`src/rtl/sdram_log_sequencer.sv`:
```
// Client side of the sdram_interface command port: buffers log words, writes them at an auto-incrementing
// linear {bank,row,col} pointer, and serves one outstanding random-address readback at a time.
`timescale 1ns/1ps
module sdram_log_sequencer #(
  parameter int unsigned FIFO_DEPTH = 8,
  parameter int unsigned TIMEOUT    = 63,
  parameter bit          WRAP_EN    = 1'b0,
  parameter logic [23:0] PTR_INIT   = 24'h000000
) (
  input  logic        CLK_48MHZ,
  input  logic        RESET_N,
  input  logic [15:0] WR_DATA,
  input  logic        WR_VALID,
  output logic        WR_READY,
  input  logic        RD_REQ,
  input  logic [23:0] RD_ADDR,
  output logic        RD_BUSY,
  output logic        RD_VALID,
  output logic [15:0] RD_DATA,
  output logic [1:0]  SD_CMD,
  output logic [1:0]  SD_BANK,
  output logic [12:0] SD_ROW,
  output logic [8:0]  SD_COL,
  output logic [15:0] SD_DIN,
  input  logic        SD_STATUS,
  input  logic [15:0] SD_DATA_READ,
  output logic [23:0] WR_PTR,
  output logic [5:0]  FIFO_LEVEL,
  output logic        MEM_FULL,
  output logic        ERR
);

  localparam int unsigned AW         = $clog2(FIFO_DEPTH);
  localparam logic [5:0]  DEPTH      = 6'(FIFO_DEPTH);
  localparam logic [5:0]  TMO        = 6'(TIMEOUT);
  localparam logic [1:0]  CMD_IDLE   = 2'd0;
  localparam logic [1:0]  CMD_READ   = 2'd1;
  localparam logic [1:0]  CMD_WRITE  = 2'd2;
  localparam logic [23:0] PTR_LAST   = 24'hFFFFFF;
  localparam logic [15:0] ABORT_WORD = 16'hDEAD;

  typedef enum logic [2:0] {
    ST_IDLE     = 3'd0,
    ST_WR_ISSUE = 3'd1,
    ST_WR_WAIT  = 3'd2,
    ST_RD_ISSUE = 3'd3,
    ST_RD_WAIT  = 3'd4
  } state_t;

  state_t        state_r;
  state_t        state_nxt_s;
  logic [5:0]    tmo_cnt_r;
  logic          tmo_hit_s;

  logic [15:0]   fifo_mem_r [FIFO_DEPTH];
  logic [AW-1:0] fifo_rd_idx_r;
  logic [AW-1:0] fifo_wr_idx_r;
  logic [5:0]    level_r;
  logic [5:0]    level_nxt_s;
  logic          fifo_full_s;
  logic          fifo_empty_s;
  logic          push_s;
  logic          pop_s;

  logic [23:0]   wr_ptr_r;
  logic          mem_full_r;
  logic          mem_full_nxt_s;
  logic          wr_ready_r;

  logic          rd_busy_r;
  logic          rd_valid_r;
  logic [15:0]   rd_data_r;
  logic [23:0]   rd_addr_r;
  logic          rd_done_s;
  logic          rd_abort_s;

  logic          err_r;
  logic          err_set_s;

  logic [1:0]    sd_cmd_r;
  logic [1:0]    sd_cmd_nxt_s;
  logic [23:0]   sd_addr_r;
  logic [23:0]   sd_addr_nxt_s;
  logic [15:0]   sd_din_r;
  logic [15:0]   sd_din_nxt_s;

  assign fifo_full_s    = (level_r == DEPTH);
  assign fifo_empty_s   = (level_r == 6'd0);
  assign push_s         = WR_VALID & wr_ready_r;
  assign level_nxt_s    = level_r + {5'd0, push_s} - {5'd0, pop_s};
  assign mem_full_nxt_s = mem_full_r | (pop_s & (wr_ptr_r == PTR_LAST) & !WRAP_EN);
  assign tmo_hit_s      = (tmo_cnt_r == TMO);

  // Next-state decode; a phase stuck at the timeout is abandoned back to IDLE.
  always_comb begin
    state_nxt_s = state_r;
    pop_s       = 1'b0;
    rd_done_s   = 1'b0;
    rd_abort_s  = 1'b0;
    err_set_s   = 1'b0;
    case (state_r)
      ST_IDLE: begin
        // A full FIFO goes first, unless the pointer is exhausted and writes can never drain it.
        if (!SD_STATUS) begin
          state_nxt_s = ST_IDLE;
        end else if (rd_busy_r && (!fifo_full_s || mem_full_r)) begin
          state_nxt_s = ST_RD_ISSUE;
        end else if (!fifo_empty_s && !mem_full_r) begin
          state_nxt_s = ST_WR_ISSUE;
        end else begin
          state_nxt_s = ST_IDLE;
        end
      end
      ST_WR_ISSUE: begin
        if (!SD_STATUS) begin
          state_nxt_s = ST_WR_WAIT;
        end else if (tmo_hit_s) begin
          state_nxt_s = ST_IDLE;
          err_set_s   = 1'b1;
        end else begin
          state_nxt_s = ST_WR_ISSUE;
        end
      end
      ST_WR_WAIT: begin
        if (SD_STATUS) begin
          state_nxt_s = ST_IDLE;
          pop_s       = 1'b1;
        end else if (tmo_hit_s) begin
          state_nxt_s = ST_IDLE;
          err_set_s   = 1'b1;
        end else begin
          state_nxt_s = ST_WR_WAIT;
        end
      end
      ST_RD_ISSUE: begin
        if (!SD_STATUS) begin
          state_nxt_s = ST_RD_WAIT;
        end else if (tmo_hit_s) begin
          state_nxt_s = ST_IDLE;
          err_set_s   = 1'b1;
          rd_abort_s  = 1'b1;
        end else begin
          state_nxt_s = ST_RD_ISSUE;
        end
      end
      ST_RD_WAIT: begin
        if (SD_STATUS) begin
          state_nxt_s = ST_IDLE;
          rd_done_s   = 1'b1;
        end else if (tmo_hit_s) begin
          state_nxt_s = ST_IDLE;
          err_set_s   = 1'b1;
          rd_abort_s  = 1'b1;
        end else begin
          state_nxt_s = ST_RD_WAIT;
        end
      end
      default: begin
        state_nxt_s = ST_IDLE;
      end
    endcase
  end

  // Command-port drive for the state being entered, so the registered outputs track the FSM.
  always_comb begin
    sd_cmd_nxt_s  = CMD_IDLE;
    sd_addr_nxt_s = 24'd0;
    sd_din_nxt_s  = 16'd0;
    case (state_nxt_s)
      ST_WR_ISSUE: begin
        sd_cmd_nxt_s  = CMD_WRITE;
        sd_addr_nxt_s = wr_ptr_r;
        sd_din_nxt_s  = fifo_mem_r[fifo_rd_idx_r];
      end
      ST_WR_WAIT: begin
        sd_cmd_nxt_s  = CMD_IDLE;
        sd_addr_nxt_s = wr_ptr_r;
        sd_din_nxt_s  = fifo_mem_r[fifo_rd_idx_r];
      end
      ST_RD_ISSUE: begin
        sd_cmd_nxt_s  = CMD_READ;
        sd_addr_nxt_s = rd_addr_r;
        sd_din_nxt_s  = 16'd0;
      end
      ST_RD_WAIT: begin
        sd_cmd_nxt_s  = CMD_IDLE;
        sd_addr_nxt_s = rd_addr_r;
        sd_din_nxt_s  = 16'd0;
      end
      default: begin
        sd_cmd_nxt_s  = CMD_IDLE;
        sd_addr_nxt_s = 24'd0;
        sd_din_nxt_s  = 16'd0;
      end
    endcase
  end

  // State register and per-phase timeout counter, cleared on every state change.
  always_ff @(posedge CLK_48MHZ or negedge RESET_N) begin
    if (!RESET_N) begin
      state_r   <= ST_IDLE;
      tmo_cnt_r <= 6'd0;
    end else begin
      state_r <= state_nxt_s;
      if ((state_nxt_s != state_r) || (state_r == ST_IDLE)) begin
        tmo_cnt_r <= 6'd0;
      end else begin
        tmo_cnt_r <= tmo_cnt_r + 6'd1;
      end
    end
  end

  // FIFO storage; contents need no reset because level gates every read.
  always_ff @(posedge CLK_48MHZ) begin
    if (push_s) begin
      fifo_mem_r[fifo_wr_idx_r] <= WR_DATA;
    end
  end

  // FIFO indices, occupancy and the registered ready flag.
  always_ff @(posedge CLK_48MHZ or negedge RESET_N) begin
    if (!RESET_N) begin
      fifo_wr_idx_r <= '0;
      fifo_rd_idx_r <= '0;
      level_r       <= 6'd0;
      wr_ready_r    <= 1'b0;
    end else begin
      if (push_s) begin
        fifo_wr_idx_r <= fifo_wr_idx_r + AW'(1);
      end
      if (pop_s) begin
        fifo_rd_idx_r <= fifo_rd_idx_r + AW'(1);
      end
      level_r    <= level_nxt_s;
      wr_ready_r <= (level_nxt_s != DEPTH) && !mem_full_nxt_s;
    end
  end

  // Linear write pointer: a plain 24-bit increment carries col into row and row into bank.
  always_ff @(posedge CLK_48MHZ or negedge RESET_N) begin
    if (!RESET_N) begin
      wr_ptr_r   <= PTR_INIT;
      mem_full_r <= 1'b0;
    end else begin
      if (pop_s) begin
        if (wr_ptr_r != PTR_LAST) begin
          wr_ptr_r <= wr_ptr_r + 24'd1;
        end else if (WRAP_EN) begin
          wr_ptr_r <= 24'd0;
        end else begin
          wr_ptr_r <= wr_ptr_r;
        end
      end
      mem_full_r <= mem_full_nxt_s;
    end
  end

  // Single-outstanding readback: latch request when free, return data or the abort word.
  always_ff @(posedge CLK_48MHZ or negedge RESET_N) begin
    if (!RESET_N) begin
      rd_busy_r  <= 1'b0;
      rd_valid_r <= 1'b0;
      rd_data_r  <= 16'd0;
      rd_addr_r  <= 24'd0;
    end else begin
      rd_valid_r <= 1'b0;
      if (!rd_busy_r) begin
        if (RD_REQ) begin
          rd_busy_r <= 1'b1;
          rd_addr_r <= RD_ADDR;
        end
      end else if (rd_done_s) begin
        rd_busy_r  <= 1'b0;
        rd_valid_r <= 1'b1;
        rd_data_r  <= SD_DATA_READ;
      end else if (rd_abort_s) begin
        rd_busy_r  <= 1'b0;
        rd_valid_r <= 1'b1;
        rd_data_r  <= ABORT_WORD;
      end
    end
  end

  // Registered command-port outputs and the sticky timeout flag.
  always_ff @(posedge CLK_48MHZ or negedge RESET_N) begin
    if (!RESET_N) begin
      sd_cmd_r  <= CMD_IDLE;
      sd_addr_r <= 24'd0;
      sd_din_r  <= 16'd0;
      err_r     <= 1'b0;
    end else begin
      sd_cmd_r  <= sd_cmd_nxt_s;
      sd_addr_r <= sd_addr_nxt_s;
      sd_din_r  <= sd_din_nxt_s;
      err_r     <= err_r | err_set_s;
    end
  end

  assign WR_READY   = wr_ready_r;
  assign RD_BUSY    = rd_busy_r;
  assign RD_VALID   = rd_valid_r;
  assign RD_DATA    = rd_data_r;
  assign SD_CMD     = sd_cmd_r;
  assign SD_BANK    = sd_addr_r[23:22];
  assign SD_ROW     = sd_addr_r[21:9];
  assign SD_COL     = sd_addr_r[8:0];
  assign SD_DIN     = sd_din_r;
  assign WR_PTR     = wr_ptr_r;
  assign FIFO_LEVEL = level_r;
  assign MEM_FULL   = mem_full_r;
  assign ERR        = err_r;

endmodule
```
`config.mk`:
```
export PLATFORM = sky130hd
export DESIGN_NAME = sdram_log_sequencer
export DESIGN_NICKNAME = d
export VERILOG_FILES = /design/src/rtl/sdram_log_sequencer.sv
export SDC_FILE = /design/constraint.sdc
export NUM_CORES = 1
export LEC_CHECK = 0
export ABC_AREA = 0
export CORE_MARGIN = 3
export CORE_UTILIZATION = 49
export CTS_BUF_LIST = sky130_fd_sc_hd__clkbuf_4 sky130_fd_sc_hd__clkbuf_8 sky130_fd_sc_hd__clkbuf_16
export CTS_CLUSTER_SIZE = 25
export DETAILED_ROUTE_END_ITERATION = 6
export HOLD_SLACK_MARGIN = 0.05
export PLACE_DENSITY = 0.73
export SLEW_MARGIN = 20
export SYNTH_ARGS = -nofsm -noshare
export SYNTH_HDL_FRONTEND = slang
export SYNTH_SLANG_ARGS = --single-unit
```
`constraint.sdc`:
```
create_clock -name CLK_48MHZ -period 3.35 [get_ports CLK_48MHZ]
set_clock_uncertainty 0.05 [all_clocks]
set_input_delay 0.67 -clock CLK_48MHZ [delete_from_list [all_inputs] [get_ports CLK_48MHZ]]
set_output_delay 0.67 -clock CLK_48MHZ [all_outputs]
set_load 0.02 [all_outputs]
```
# After elaboration in Yosys (flattened, before gate mapping)
# Memories as Yosys holds them, arrays and structs flattened.
# Index checks and enable logic that the tools add are counted.
# op_classes
add_sub_neg	6
n_eq_ne	14
n_mux	35
n_bitwise	5
n_reduce_logical	19
# op_table
operator	count
2-to-1 mux 16 bit	3
one-hot mux 24 bit (2 select lines)	1
adder 24 x 1 -> 24 bit, second input constant	1
== test 24 bit, second input constant	1
!= test 24 bit, second input constant	1
2-to-1 mux 1 bit	17
one-hot mux 3 bit (5 select lines)	1
== test 3 x 2 -> 1 bit, second input constant	4
2-to-1 mux 2 bit	6
2-to-1 mux 3 bit	3
OR reduction 2 bit	4
adder 3 x 1 -> 3 bit, second input constant	2
adder 6 x 1 -> 6 bit	1
adder 6 x 1 -> 6 bit, second input constant	1
== test 3 x 1 -> 1 bit, second input constant	2
== test 3 bit, second input constant	2
== test 6 x 4 -> 1 bit, second input constant	1
== test 6 bit, second input constant	1
logical NOT 6 bit	1
2-to-1 mux 6 bit	1
!= test 6 x 4 -> 1 bit, second input constant	1
AND reduction 2 bit	3
subtractor 6 x 1 -> 6 bit	1
logical NOT 1 bit	4
10 further kinds	16
# word_totals
regBits	132
ramBits	128
inputBits	61
out_inout_bits	93
elab_cells	96
mem_count	1
# memory_table
memory	words	width	read_ports	rd_ports_with_merged_regs	write_ports	line	rtl
fifo_mem_r	8	16	1	0	1	55	logic [15:0] fifo_mem_r [FIFO_DEPTH];

# Logic depth before layout (Yosys ltp)
# Gate-level depths: netlist of the first run.
# logic_depth
depth_word	10
depth_mapped	13
depth_no_buf	11

# Least setup slack after synthesis of the first run
# No wires, ideal clock.
# synth_timing
path_type	input port to flip-flop
startpoint	input port SD_STATUS
endpoint	register wr_ready_r, in the netlist WR_READY
setup_ns	0.124
arrival_ns	3.235
required_time_ns	3.176
setup_slack_ns	-0.059
cell_stages	11
n_path_buf	2
path_cell_list	buf_4 and4bb_2 clkbuf_1 ha_1 inv_1 ha_1 a21o_1 a21oi_1 xor2_1 or4b_2 o31a_1
# synth_via
word_cells_on_any_way	8
cone_classes	add/sub (1); eq/ne (1); mux (2); bitwise (2); reduce/logical (2)
# synth_rtl
item	line	rtl
from (decl)	25	input logic SD_STATUS,
2-to-1 mux 1 bit	125	if (SD_STATUS) begin
2-to-1 mux 1 bit	101	case (state_r)
via pop_s	63	logic pop_s;
subtractor 6 x 1 -> 6 bit	90	assign level_nxt_s = level_r + {5'd0, push_s} - {5'd0, pop_s};
via level_nxt_s[3]	59	logic [5:0] level_nxt_s;
!= test 6 x 4 -> 1 bit	235	wr_ready_r <= (level_nxt_s != DEPTH) && !mem_full_nxt_s;
logical AND 1 bit	235	
to (signal assigned)	235	
to (decl)	68	logic wr_ready_r;
# The timed path passes the listed nets, and every way through them passes these cells.
# A chain may end at the register's enable or synchronous reset.

# Worst setup path in the final report of the first run
# layout_timing
startpoint	input port SD_STATUS
endpoint	register wr_ready_r, in the netlist WR_READY
# layout_via
word_cells_on_any_way	8
cone_classes	add/sub (1); eq/ne (1); mux (2); bitwise (2); reduce/logical (2)
# layout_rtl
item	line
2-to-1 mux 1 bit	125
2-to-1 mux 1 bit	101
subtractor 6 x 1 -> 6 bit	90
via level_nxt_s[3]	59
!= test 6 x 4 -> 1 bit	235
logical AND 1 bit	235
# The timed path passes the listed nets, and every way through them passes these cells.

==> results of run 1 <==
==> worst max-delay path, cell delays in order <==
cell and delay [ps]:
clkdlybuf4s50_1 470, and4bb_2 250, ha_1 170, inv_1 60, ha_1 280, a21o_1 180
a21oi_1 210, xor2_1 210, or4b_2 610, o31a_1 250
==> final cells by class <==
| cell class | count | area share, % |
|---|---|---|
| flip-flops and latches | 260 | 54.7 |
| inverters | 22 | 0.632 |
| repair buffers | 177 | 13.4 |
| multi-input cells | 315 | 22.6 |
| well taps | 270 | 2.58 |
| clock inverters | 11 | 0.613 |
| clock buffers | 32 | 5.51 |
==> power groups by stage <==
stage,Sequential (uW),Clock [uW],Combinational [uW]
3_3_place_gp,4720,0,4240
2_1_floorplan,5030,0,2360
5_1_grt,4800,2890,4740
3_5_place_dp,4780,0,4380
4_1_cts,4720,2770,4400
6_report,4710,2700,4360
==> synthesized netlist by cell type (all sizes together) (2+ instances only) <==
cell | n | area share, %
dfrtp | 132 | 32
edfxtp | 128 | 37
nor2 | 50 | 1.8
mux4 | 32 | 7.0
a22o | 29 | 2.5
mux2 | 27 | 3.0
inv | 22 | 0.80
nand2 | 20 | 0.73
xor2 | 19 | 1.7
xnor2 | 18 | 1.6
mux2i | 16 | 1.6
nand3 | 16 | 0.78
clkbuf | 14 | 0.52
buf | 13 | 0.79
ha | 13 | 1.6
o22a | 11 | 0.94
nor3 | 7 | 0.39
a21oi | 5 | 0.24
nand4 | 4 | 0.24
a31oi | 3 | 0.18
and3 | 3 | 0.18
and4 | 3 | 0.27
nor3b | 3 | 0.27
o31ai | 3 | 0.35
a211oi | 2 | 0.19
a21o | 2 | 0.15
and2 | 2 | 0.13
and3b | 2 | 0.18
nand2b | 2 | 0.12
nor4b | 2 | 0.17
o22ai | 2 | 0.26
or2 | 2 | 0.12
or4b | 2 | 0.23
==> kinds of logic (layout without fill, tap and decap cells) <==
kind of cell	after synthesis	in the layout	share of synthesized area, %
compound gates	66	66	5.82
xor+xnor	37	37	3.29
fa+ha+maj	14	14	1.78
buf+inv	49	242	2.12
flops	260	260	69.4
mux	75	75	11.5
simple gates	123	123	6.03
==> registers in the layout, indices dropped and copies added, names as in the netlist, 6 cells and up <==
signal,flops
sd_addr_r,24
fifo_mem_r,128
SD_DIN,16
tmo_cnt_r,6
rd_addr_r,24
WR_PTR,24
FIFO_LEVEL,6
RD_DATA,16
==> stage by stage <==
stage                     cell area, um^2  TNS [ps]
after floorplan                     10300         0
after detailed placement            12300     -5260
final                               13100         0
after global placement              12300     -3270
after global routing                13100         0
after CTS                           13100         0
==> layer usage <==
layer  vias up  global-route usage (%)
met2       181                    32.9
met4         0                    4.40
met1      3045                    24.9
li1       2694                       -
met3        30                    3.32
met5         -                       0
==> path summary, 6_finish.rpt <==
| kind | start | endpoint | slack (ps) | cells past startpoint |
|---|---|---|---|---|
| worst max-delay path | SD_STATUS | WR_READY | 330 | 10 |
| worst min-delay path | RESET_N | sd_addr_r[7] | 180 | 1 |
| worst max register to register | state_r[0] | WR_READY | 350 | 9 |
| worst min register to register | tmo_cnt_r[0] | tmo_cnt_r[0] | 410 | 1 |
| max in group asynchronous | RESET_N | fifo_rd_idx_r[0] | 2310 | 2 |
| min in group CLK_48MHZ | tmo_cnt_r[0] | tmo_cnt_r[0] | 410 | 1 |
==> run metrics, run 1 <==
Worst Tran Pin Value=911 ps; synthesized cell area=~0.01 mm^2; clock share of power=a little under a quarter; Port-buffer cells=153; CP max FO=2; Clock Latency Late Sink=510 ps; WHS=185 ps; CTS max path bufs=3; Post-Syn Nets=~700; Initial DRC Count=302; Cells after Synth=624; syn avg cell area=16.5 um^2; Ys Warns=0; post-synthesis sequential area ratio=69.4%; wire length per cell=19.7 um; max-cap viol count=0; status=completed; crit path kind=input pin to register; CTS Buf Count=26; routed wl met2=10.7 mm; Final ANT Viol Nets=0; Filler cells=around 1400; post-place setup slack=-229 ps; uppermost layer routed=met4; final wirelength=21.4 mm; worst-case vdd ir drop=approximately 0.73 mV; Startpoint Class=input pin; Synth-to-Final Area Change=27.0%; n_diodes=0; Initial Util=50.4%; min cycle time layout=3020 ps; first-pass GRT wire length=33.6 mm; Comb pwr share=37.0%; internal power=7940 uW; Die H=151 um; CTS Hold Bufs=0; nets=877; # setup viols final=0; # IOs=approximately 150; Sequential Power Share=about two fifths; WL met3=1.39 mm; H-tree Lvls=1; arrival time worst endpoint=3370 ps; EDFF count, synth=between 100 and 150; Via density=between 5 and 6; placed cell count=1044; vias in the first global route=6257; clock root cell=clkbuf_16; synthesized flop and latch total=260; gr ovfl total=0; Pleak=0.00513 uW; Die ar.=about 0.023 mm^2; Core Util, Final=between 60% and 70%; Max transition margin=39.3%; Multi-input gate area=0.00295 mm^2; Worst Hold Class=input pin to async pin; total power=about 12000 uW; synth unique cells=63; Post-CTS Setup Repair Bufs=0; Die X=~150 um; ratio of cells with drive above 1 in the final layout=17.7%; Remaining DRCs=0; CP Capture Type=register; TritonCTS clock tree=built; via count=5950; Slew Limit Fails=0; fin crit share=90.2%; Synth Flop Type=dfrtp_1; routability cong.=0.818; Async SR Flop Fraction=50.8%; DRT met1 WL=8.82 mm; register area=approximately 0.0071 mm^2; CTS sink count=260; final cell count without fillers=about 1100; leading cell types in the layout, fill and taps excluded=152 x clkdlybuf4s50_1, 131 x dfrtp_1, 128 x edfxtp_1; NetSw=3830 uW; RSZ-0062 raised after global routing=false; setup slack after layout=between 300 and 400 ps; drt pass-1 iters=4; HPWL after detailed placement=14.2 mm; num rows=52; core area=a little over 0.02 mm^2; Data required, critical path=~3700 ps; antenna violations before repair=0; pin count of the biggest net entering global routing=89; final hold violation count=0; Reg clk slew, reported paths=60 ps; pwr/cell area=901 mW/mm^2; CTS-repair resized insts=0; most common cell after layout, fill and taps aside=clkdlybuf4s50_1; Sw Share=32.5%; Max Freq=331 MHz; GR Util All Layers=18.9%
(Power assumes the default switching activity.)
==> inputs of run 2 (changes only) <==
--- a/config.mk
+++ b/config.mk
@@ -6,6 +6,7 @@
 export NUM_CORES = 1
 export LEC_CHECK = 0
 export ABC_AREA = 0
+export CAP_MARGIN = 40
 export CORE_MARGIN = 3
 export CORE_UTILIZATION = 49
 export CTS_BUF_LIST = sky130_fd_sc_hd__clkbuf_4 sky130_fd_sc_hd__clkbuf_8 sky130_fd_sc_hd__clkbuf_16
==> run 2 against run 1 <==
Largest cell class unchanged. Count of clock-buffer cells in the layout rose by 4. Cell count up 1.1%. Total power rose by 3.5%. Sequential cell count did not move. Critical path depth unchanged. Worst setup slack better by 8.7 ps. Sequential power shrank 0.8%.
==> run metrics, run 2 (synthesis gave the netlist of run 1 again) <==
NetSw=3910 uW (was 3830 uW); nets=883 (was 877); RSZ-0062 raised after global routing=false (unchanged); CP max FO=2 (unchanged); Clock Latency Late Sink=530 ps (was 510 ps); crit path kind=input pin to register (unchanged); pin count of the biggest net entering global routing=89 (unchanged); Critical Path Most Common Cell=ha_1 (unchanged); arrival time worst endpoint=3360 ps (was 3370 ps); Die X=151 um (unchanged); Multi-input gate area=0.00294 mm^2 (was 0.00295 mm^2); CTS sink count=260 (unchanged); Final ANT Viol Nets=0 (unchanged); Max Freq=332 MHz (was 331 MHz); CTS Buf Count=27 (was 26); Slew Limit Fails=0 (unchanged); final wirelength=21.7 mm (was 21.4 mm); Sw Share=32.1% (was 32.5%); critical path buffer and inverter count=2 (unchanged); most common cell after layout, fill and taps aside=clkdlybuf4s50_1 (unchanged); CP delay by family, top=simple AND/OR/NAND/NOR gates (unchanged); Die H=151 um (unchanged); worst-case vdd ir drop=0.491 mV (was 0.727 mV); gr ovfl total=0 (unchanged); via count=6002 (was 5950); CP Capture Type=register (unchanged); fin crit share=89.9% (was 90.2%); final hold violation count=0 (unchanged); Biggest register=fifo_mem_r (unchanged); post-place setup slack=-197 ps (was -229 ps); core area=0.0204 mm^2 (unchanged); TritonCTS clock tree=built (unchanged); antenna violations before repair=0 (unchanged); min cycle time layout=3010 ps (was 3020 ps); Synth-to-Final Area Change=28.9% (was 27.0%); Sequential Power Share=38.3% (was 40.0%); Via density=5.46 (was 5.47); # IOs=154 (unchanged); GR Util All Layers=19.1% (was 18.9%); num rows=52 (unchanged); HPWL after detailed placement=14.1 mm (was 14.2 mm); internal power=8270 uW (was 7940 uW); Die ar.=0.0228 mm^2 (unchanged); Worst Tran Pin Value=669 ps (was 911 ps); Initial DRC Count=368 (was 302); Initial Util=50.4% (unchanged); Data required, critical path=3700 ps (about the same); # setup viols final=0 (unchanged); Comb pwr share=36.7% (was 37.0%); routability cong.=0.818 (unchanged); final cell count without fillers=1099 (was 1087); placed cell count=1046 (was 1044); CTS max path bufs=3 (unchanged); drt pass-1 iters=4 (unchanged); Pleak=0.00525 uW (was 0.00513 uW); max incr delay on CP=610 ps (about the same); Startpoint Class=input pin (unchanged); n_diodes=0 (unchanged); Remaining DRCs=0 (unchanged); CTS-repair resized insts=0 (unchanged); max FFs per register=128 (unchanged); Critical-path top delay cell=or4b_2 (unchanged); Filler cells=1406 (was 1449); H-tree Lvls=1 (unchanged); CTS Hold Bufs=0 (unchanged); Port-buffer cells=153 (unchanged); Worst Hold Class=register to register (was input pin to async pin); clock root cell=clkbuf_16 (unchanged); Max transition margin=55.4% (was 39.3%); wire length per cell=19.7 um (about the same); leading cell types in the layout, fill and taps excluded=152 x clkdlybuf4s50_1, 131 x dfrtp_1, 128 x edfxtp_1 (unchanged); max-cap viol count=0 (unchanged); setup slack after layout=338 ps (was 330 ps); Post-CTS Setup Repair Bufs=0 (unchanged); ratio of cells with drive above 1 in the final layout=19.1% (was 17.7%); Reg clk slew, reported paths=60 ps (about the same); cells along the critical path=clkdlybuf4s50_1 > and4bb_2 > ha_1 > inv_1 > ha_1 > a21o_1 > a21oi_1 > xor2_1 > or4b_2 > o31a_1 (unchanged); clock share of power=25.0% (was 22.9%); total power=12200 uW (was 11800 uW); vias in the first global route=6260 (was 6257); pwr/cell area=918 mW/mm^2 (was 901 mW/mm^2); register area=0.00715 mm^2 (unchanged); first-pass GRT wire length=34.1 mm (was 33.6 mm); status=completed (unchanged)
run 2: power groups by stage:
stage / clock network, uW / logic, uW / registers [uW]
6_report: 3050 / 4470 / 4670
5_1_grt: 3240 / 4840 / 4750
4_1_cts: 3120 / 4480 / 4700
3_5_place_dp: 0 / 4450 / 4750
3_3_place_gp: 0 / 4240 / 4720
2_1_floorplan: 0 / 2360 / 5030
run 2: worst paths after layout:
| check | startpoint | end | slack [ps] | cells past startpoint |
|---|---|---|---|---|
| worst max register to register | state_r[0] | WR_READY | 340 | 9 |
| worst min register to register | ERR | ERR | 420 | 1 |
| worst max-delay path | SD_STATUS | WR_READY | 340 | 10 |
| min in group asynchronous | RESET_N | sd_addr_r[3] | 460 | 2 |
| max in group asynchronous | RESET_N | WR_READY | 1900 | 4 |
| worst min-delay path | ERR | ERR | 420 | 1 |
run 2: routing by layer:
metal,part of all wire (%),track usage (%),wire length (um)
met5,0,0,0
met4,2.1,5.44,457
met3,7.5,4.10,1630
met2,49,32.7,10600
met1,41,24.9,8980
run 2: layout make-up:
type                    instances  area share (%)
multi-input cells             315            22.2
flip-flops and latches        260            53.9
well taps                     270            2.55
clock inverters                14            1.17
inverters                      22           0.622
repair buffers                182            13.8
clock buffers                  36            5.84
run 2: metrics by stage:
stage	cell area, um^2	hold WS [ps]	setup TNS, ps	util, %
finish	13300	417	0	64.9
global route	13300	448	0	64.9
CTS	13200	195	0	64.7
detailed placement	12300	402	-197	60.1
global placement	12300	394	-3270	60.0
floorplan	10300	324	0	-
